$ cat src/rtl/cam_axi_wr_dma.sv
// Camera byte stream to AXI3 write DMA: packs bytes into little-endian words,
// buffers them in a show-ahead FIFO and writes each frame as INCR bursts.
module cam_axi_wr_dma #(
  parameter int ADDR_WIDTH   = 32,
  parameter int DATA_WIDTH   = 64,
  parameter int ID_MAX_WIDTH = 4,
  parameter int AXI_ID       = 0,
  parameter int BURST_LEN    = 16,
  parameter int FIFO_DEPTH   = 32
) (
  input  logic                      clk,
  input  logic                      rst_n,
  input  logic [ADDR_WIDTH-1:0]     i_base_addr,
  input  logic                      i_sof,
  input  logic                      i_valid,
  input  logic [7:0]                i_data,
  input  logic                      i_eof,
  output logic                      o_busy,
  output logic                      o_frame_done,
  output logic                      o_frame_drop,
  output logic                      o_overflow,
  output logic                      o_err,
  output logic [ID_MAX_WIDTH-1:0]   awid,
  output logic [ADDR_WIDTH-1:0]     awaddr,
  output logic [3:0]                awlen,
  output logic [2:0]                awsize,
  output logic [1:0]                awburst,
  output logic                      awvalid,
  input  logic                      awready,
  output logic [DATA_WIDTH-1:0]     wdata,
  output logic [DATA_WIDTH/8-1:0]   wstrb,
  output logic                      wlast,
  output logic                      wvalid,
  input  logic                      wready,
  input  logic [ID_MAX_WIDTH-1:0]   bid,
  input  logic [1:0]                bresp,
  input  logic                      bvalid,
  output logic                      bready
);

  localparam int BPW    = DATA_WIDTH / 8;
  localparam int IW     = (BPW > 1) ? $clog2(BPW) : 1;
  localparam int FAW    = $clog2(FIFO_DEPTH);
  localparam int CW     = FAW + 1;
  localparam int NW     = 5;
  localparam logic [2:0] AXSIZE = 3'($clog2(BPW));

  typedef enum logic [1:0] {S_IDLE, S_AW, S_W, S_B} state_t;

  state_t                  state;
  logic [NW-1:0]           burst_n;
  logic [NW-1:0]           beat_cnt;
  logic [ADDR_WIDTH-1:0]   cur_addr;
  logic                    flush_pending;

  logic [IW-1:0]           byte_idx;
  logic [DATA_WIDTH-1:0]   pack_data;
  logic [BPW-1:0]          pack_strb;
  logic [DATA_WIDTH-1:0]   word_data;
  logic [BPW-1:0]          word_strb;

  logic [DATA_WIDTH-1:0]   fifo_data [FIFO_DEPTH];
  logic [BPW-1:0]          fifo_strb [FIFO_DEPTH];
  logic [CW-1:0]           wr_ptr;
  logic [CW-1:0]           rd_ptr;
  logic [CW-1:0]           count;

  logic sof_acc, byte_acc, push, pop, full, wr_en;
  logic unused_bid;

  always_comb begin
    sof_acc   = i_sof && !o_busy;
    byte_acc  = i_valid && o_busy && !flush_pending;
    word_data = pack_data | (DATA_WIDTH'(i_data) << {byte_idx, 3'b000});
    word_strb = pack_strb | (BPW'(1) << byte_idx);
    push      = byte_acc && (i_eof || byte_idx == IW'(BPW - 1));
    pop       = wvalid && wready;
    count     = wr_ptr - rd_ptr;
    full      = (count == CW'(FIFO_DEPTH));
    wr_en     = push && (!full || pop);
  end

  assign wdata      = wvalid ? fifo_data[rd_ptr[FAW-1:0]] : '0;
  assign wstrb      = wvalid ? fifo_strb[rd_ptr[FAW-1:0]] : '0;
  assign awsize     = awvalid ? AXSIZE : 3'b000;
  assign awburst    = awvalid ? 2'b01 : 2'b00;
  assign awid       = awvalid ? ID_MAX_WIDTH'(AXI_ID) : '0;
  assign unused_bid = ^bid;

  // Packer stage: a word leaves on its last byte or on the eof byte
  always_ff @(posedge clk) begin
    if (!rst_n || sof_acc) begin
      byte_idx  <= '0;
      pack_data <= '0;
      pack_strb <= '0;
    end else if (byte_acc) begin
      if (push) begin
        byte_idx  <= '0;
        pack_data <= '0;
        pack_strb <= '0;
      end else begin
        byte_idx  <= byte_idx + IW'(1);
        pack_data <= word_data;
        pack_strb <= word_strb;
      end
    end
  end

  // FIFO stage
  always_ff @(posedge clk) begin
    if (wr_en) begin
      fifo_data[wr_ptr[FAW-1:0]] <= word_data;
      fifo_strb[wr_ptr[FAW-1:0]] <= word_strb;
    end
  end

  always_ff @(posedge clk) begin
    if (!rst_n || sof_acc) begin
      wr_ptr     <= '0;
      rd_ptr     <= '0;
      o_overflow <= 1'b0;
    end else begin
      if (wr_en) wr_ptr <= wr_ptr + CW'(1);
      if (pop)   rd_ptr <= rd_ptr + CW'(1);
      if (push && !wr_en) o_overflow <= 1'b1;
    end
  end

  // Burst stage: burst_n is frozen for the whole AW/W/B sequence
  always_ff @(posedge clk) begin
    if (!rst_n) begin
      state         <= S_IDLE;
      burst_n       <= '0;
      beat_cnt      <= '0;
      cur_addr      <= '0;
      flush_pending <= 1'b0;
      awvalid       <= 1'b0;
      awaddr        <= '0;
      awlen         <= '0;
      wvalid        <= 1'b0;
      wlast         <= 1'b0;
      bready        <= 1'b0;
      o_busy        <= 1'b0;
      o_frame_done  <= 1'b0;
      o_frame_drop  <= 1'b0;
      o_err         <= 1'b0;
    end else begin
      o_frame_done <= 1'b0;
      o_frame_drop <= i_sof && o_busy;
      if (sof_acc) begin
        cur_addr      <= i_base_addr;
        o_busy        <= 1'b1;
        o_err         <= 1'b0;
        flush_pending <= 1'b0;
      end
      if (byte_acc && i_eof) flush_pending <= 1'b1;
      case (state)
        S_IDLE: begin
          if (o_busy) begin
            if (count >= CW'(BURST_LEN)) begin
              burst_n <= NW'(BURST_LEN);
              awlen   <= 4'(BURST_LEN - 1);
              awaddr  <= cur_addr;
              awvalid <= 1'b1;
              state   <= S_AW;
            end else if (flush_pending && count != '0) begin
              burst_n <= NW'(count);
              awlen   <= 4'(count - CW'(1));
              awaddr  <= cur_addr;
              awvalid <= 1'b1;
              state   <= S_AW;
            end else if (flush_pending && byte_idx == '0) begin
              o_frame_done  <= 1'b1;
              o_busy        <= 1'b0;
              flush_pending <= 1'b0;
            end
          end
        end
        S_AW: begin
          if (awready) begin
            awvalid  <= 1'b0;
            wvalid   <= 1'b1;
            wlast    <= (burst_n == NW'(1));
            beat_cnt <= '0;
            state    <= S_W;
          end
        end
        S_W: begin
          if (wready) begin
            if (wlast) begin
              wvalid <= 1'b0;
              wlast  <= 1'b0;
              bready <= 1'b1;
              state  <= S_B;
            end else begin
              beat_cnt <= beat_cnt + NW'(1);
              wlast    <= (beat_cnt + NW'(2) == burst_n);
            end
          end
        end
        S_B: begin
          if (bvalid) begin
            bready   <= 1'b0;
            if (bresp != 2'b00) o_err <= 1'b1;
            cur_addr <= cur_addr + (ADDR_WIDTH'(burst_n) << AXSIZE);
            state    <= S_IDLE;
          end
        end
        default: state <= S_IDLE;
      endcase
    end
  end

endmodule

$ cat config.mk
export PLATFORM = sky130hd
export DESIGN_NAME = cam_axi_wr_dma
export DESIGN_NICKNAME = d
export VERILOG_FILES = /design/src/rtl/cam_axi_wr_dma.sv
export SDC_FILE = /design/constraint.sdc
export NUM_CORES = 2
export LEC_CHECK = 0
export CORE_MARGIN = 10
export CORE_UTILIZATION = 62
export CTS_CLUSTER_DIAMETER = 200
export DETAILED_ROUTE_END_ITERATION = 10
export PLACE_DENSITY = 0.9
export SETUP_SLACK_MARGIN = 0.5
export SLEW_MARGIN = 20
export SYNTH_ARGS = -nofsm -noshare
export SYNTH_HDL_FRONTEND = slang
export SYNTH_SLANG_ARGS = --single-unit
$ cat constraint.sdc
create_clock -name clk -period 6.2 [get_ports clk]
set_clock_uncertainty 0.15 [all_clocks]
set_input_delay 1.24 -clock clk [delete_from_list [all_inputs] [get_ports clk]]
set_output_delay 1.24 -clock clk [all_outputs]
set_load 0.02 [all_outputs]
==> key figures <==
Routing
  • 1st-iter DRT viols: 11700
  • Detailed-route wire length per cell: 43.8 um
  • Final ANT Viol Nets: 0
  • Residual DRC: 0
  • Drt pass-1 iters: 6
  • Via density: 7.80
  • Via count: 55200
  • Final wirelength: 311 mm

Pwr
  • Leakage: 32.2 nW
  • Max IR drop VDD: 0.000241 V
  • Power Density: 303 mW/mm^2
  • Total chip power: 33.2 mW

Global routing
  • Number of antenna violations at the first check in global routing: 12
  • Grt ovf: 0
  • First-pass GRT wire length: 414 mm
  • Vias in the first global route: 55100
  • GRT Overall Usage: 0.337
  • Largest net degree at the start of global routing: 95

STA
  • Period minus WS final: 6020 ps
  • Fin Setup TNS: 0 ps
  • Final Setup Violations: 0
  • Worst slew pin tran: 1420 ps
  • Max Transition Viols Final: 0
  • Hold Fails Final Rpt: 0
  • Worst setup margin: 181 ps
  • Maximum clock rate: 166 MHz
  • Slew HR: 0.0507
  • RSZ-0062 raised after global routing: true
  • Period Utilization, post-route: 0.971

Synthesis
  • Netlist Area Pre-Place: 0.0966 sq mm
  • #FFs+latches synth: 2486
  • Post-synth ARST share: 0
  • EDFF count, synth: 2304
  • Syn. warnings: 0
  • Post-synthesis sequential area ratio: 0.754
  • Top_reg_cell synth: edfxtp_1
  • Cells after Synth: 4527
  • Syn avg cell area: 21.3 sq um
  • Synth cell types: 70

Floorplan
  • Die Y: 415 um
  • I/O pin cnt: 180
  • Core Area: 0.154 sq mm
  • Die Span X: 415 um
  • # rows: 144
  • Initial Utilization: 0.625
  • Full die area: 0.172 sq mm

Layout
  • Area Overhead vs Synth: 13.4%
  • Fraction of layout cells with a size suffix above 1: 0.254
  • Commonest non-fill, non-tap cells in the layout: 2304 x edfxtp_1, 676 x mux4_2, 222 x clkbuf_16
  • Nets: 4924
  • Post-route insts no fill: 7084
  • Commonest non-fill, non-tap cell in the layout: edfxtp_1

Clocking
  • CTS Root Cell: clkbuf_16
  • Reg clk slew, reported paths: 70 ps
  • Hold Buf Count CTS: 0
  • H-Tree Depth: 4
  • Longest Clk Path Bufs: 3
  • Clk_lat worst skew: 910 ps
  • CTS tree: yes
  • CTS Buf Count: 222
  • Clock Sinks: 2486

Place
  • Dpl ws: 1080 ps
  • GP Congestion: 0.845
  • Port-buffer cells: 169
  • Placed Cells: 6642
  • DP HPWL: 144 mm

Setup path
  • Crit path DAT: 4630 ps
  • Critical Path Fanout Max: 19
  • Setup crit start kind: flip-flop
  • Worst Path Required: 4810 ps
  • Reg2Reg Setup Slack: 760 ps
  • CP endpoint kind: primary output
  • WS Path Type: flip-flop to primary output

Flow run
  • Max-cap violations: 0

Hold path
  • Hold crit path type: flip-flop to flip-flop

Run status
  • Outcome: finished, final reports clean
[worst paths after layout]
| kind | endpoint | from | cells past startpoint |
|---|---|---|---|
| setup / recovery | wdata[16] | flip-flop | 9 |
| hold / removal | awaddr[10] | awaddr[10] | 2 |
| setup reg to reg | fifo_data[15][42] | wr_ptr[0] | 13 |
| hold reg to reg | awaddr[10] | awaddr[10] | 2 |
[metal layers]
| layer | vias to the layer above | wire [um] | part of all wire | global-route usage |
|---|---|---|---|---|
| met2 | 6929 | 145000 | 0.47 | 0.530 |
| met3 | 1756 | 48000 | 0.15 | 0.102 |
| met1 | 27100 | 88900 | 0.29 | 0.408 |
| met4 | 12 | 28300 | 0.091 | 0.219 |
| li1 | 19400 | - | - | - |
| met5 | - | 90 | 0.00029 | 0 |
[through the flow]
step	area, sq um	util	hold slack, ps
5_1_grt	110000	0.709	322
4_1_cts	109000	0.708	311
3_5_place_dp	102000	0.659	299
6_report	110000	0.709	310
2_1_floorplan	96600	-	279
3_3_place_gp	102000	0.659	293
[registers in the layout, summed over array words and instances, names as in the netlist, named ones only]
| name | flops |
|---|---|
| rd_ptr | 6 |
| awaddr | 32 |
| fifo_strb | 256 |
| o_busy | 1 |
| state | 2 |
| beat_cnt | 5 |
| bready | 1 |
| o_frame_done | 1 |
| wvalid | 1 |
| awlen | 4 |
| pack_strb | 8 |
| awvalid | 1 |
| cur_addr | 32 |
| o_err | 1 |
| wlast | 1 |
| flush_pending | 1 |
| byte_idx | 3 |
| burst_n | 5 |
| wr_ptr | 6 |
| fifo_data | 2048 |
| o_overflow | 1 |
| o_frame_drop | 1 |
| pack_data | 64 |
[worst max-delay path: stages, from the launching register on]
cell and delay, ps:
dfxtp_4 420, buf_12 190, buf_12 240, buf_4 320, mux4_2 560, mux2i_1 230
a21oi_1 130, mux2i_1 890, nor2b_1 120, clkdlybuf4s50_1 610
[logic make-up after synthesis]
logic type | after synthesis | synth area share
buffers and inverters | 292 | 0.0137
XOR/XNOR | 26 | 0.00244
flip-flops | 2486 | 0.754
AO/OA/AOI/OAI | 324 | 0.0234
adder cells (fa/ha/maj) | 31 | 0.00417
other | 1 | 0.0000388
multiplexers | 807 | 0.171
AND/OR/NAND/NOR | 560 | 0.0308
[where the power goes]
part / switching, mW / internal, mW
sequential: 0.0299 / 18.1
clock: 6.82 / 7.80
combinational: 0.283 / 0.113
total: 7.13 / 26.0
[final cells by class]
type,instances,area [sq um]
Clock inverter,131,1420
Fill cell,7845,44900
Inverter,24,90.1
Sequential cell,2486,72900
Timing Repair Buffer,351,3900
Multi-Input combinational cell,1754,22700
Clock buffer,285,5990
Antenna cell,9,22.5
Tap cell,2044,2560
[synthesized netlist by cell type, drive strengths merged, types with 20 or more instances]
cell    number  area (sq um)
a211oi      84           631
buf        130           713
nor2b      122           763
mux4       676         15200
a21oi       79           399
and3        30           188
o21ai       20           100
nor3b       62           470
a21o        72           541
clkbuf     138           519
inv         22          82.6
dfxtp      182          3640
nor2       100           375
nand4       20           131
ha          29           363
edfxtp    2304         69200
nand2      145           544
mux2i      124          1240
[timing repair]
action                                  in CTS  in global routing
gates resized for setup                      1                  5
endpoints found under the setup margin      68                 11
gates cloned                                 0                  0
buffers inserted                             9                  6
No activity file was read; power rests on OpenSTA's default activity.
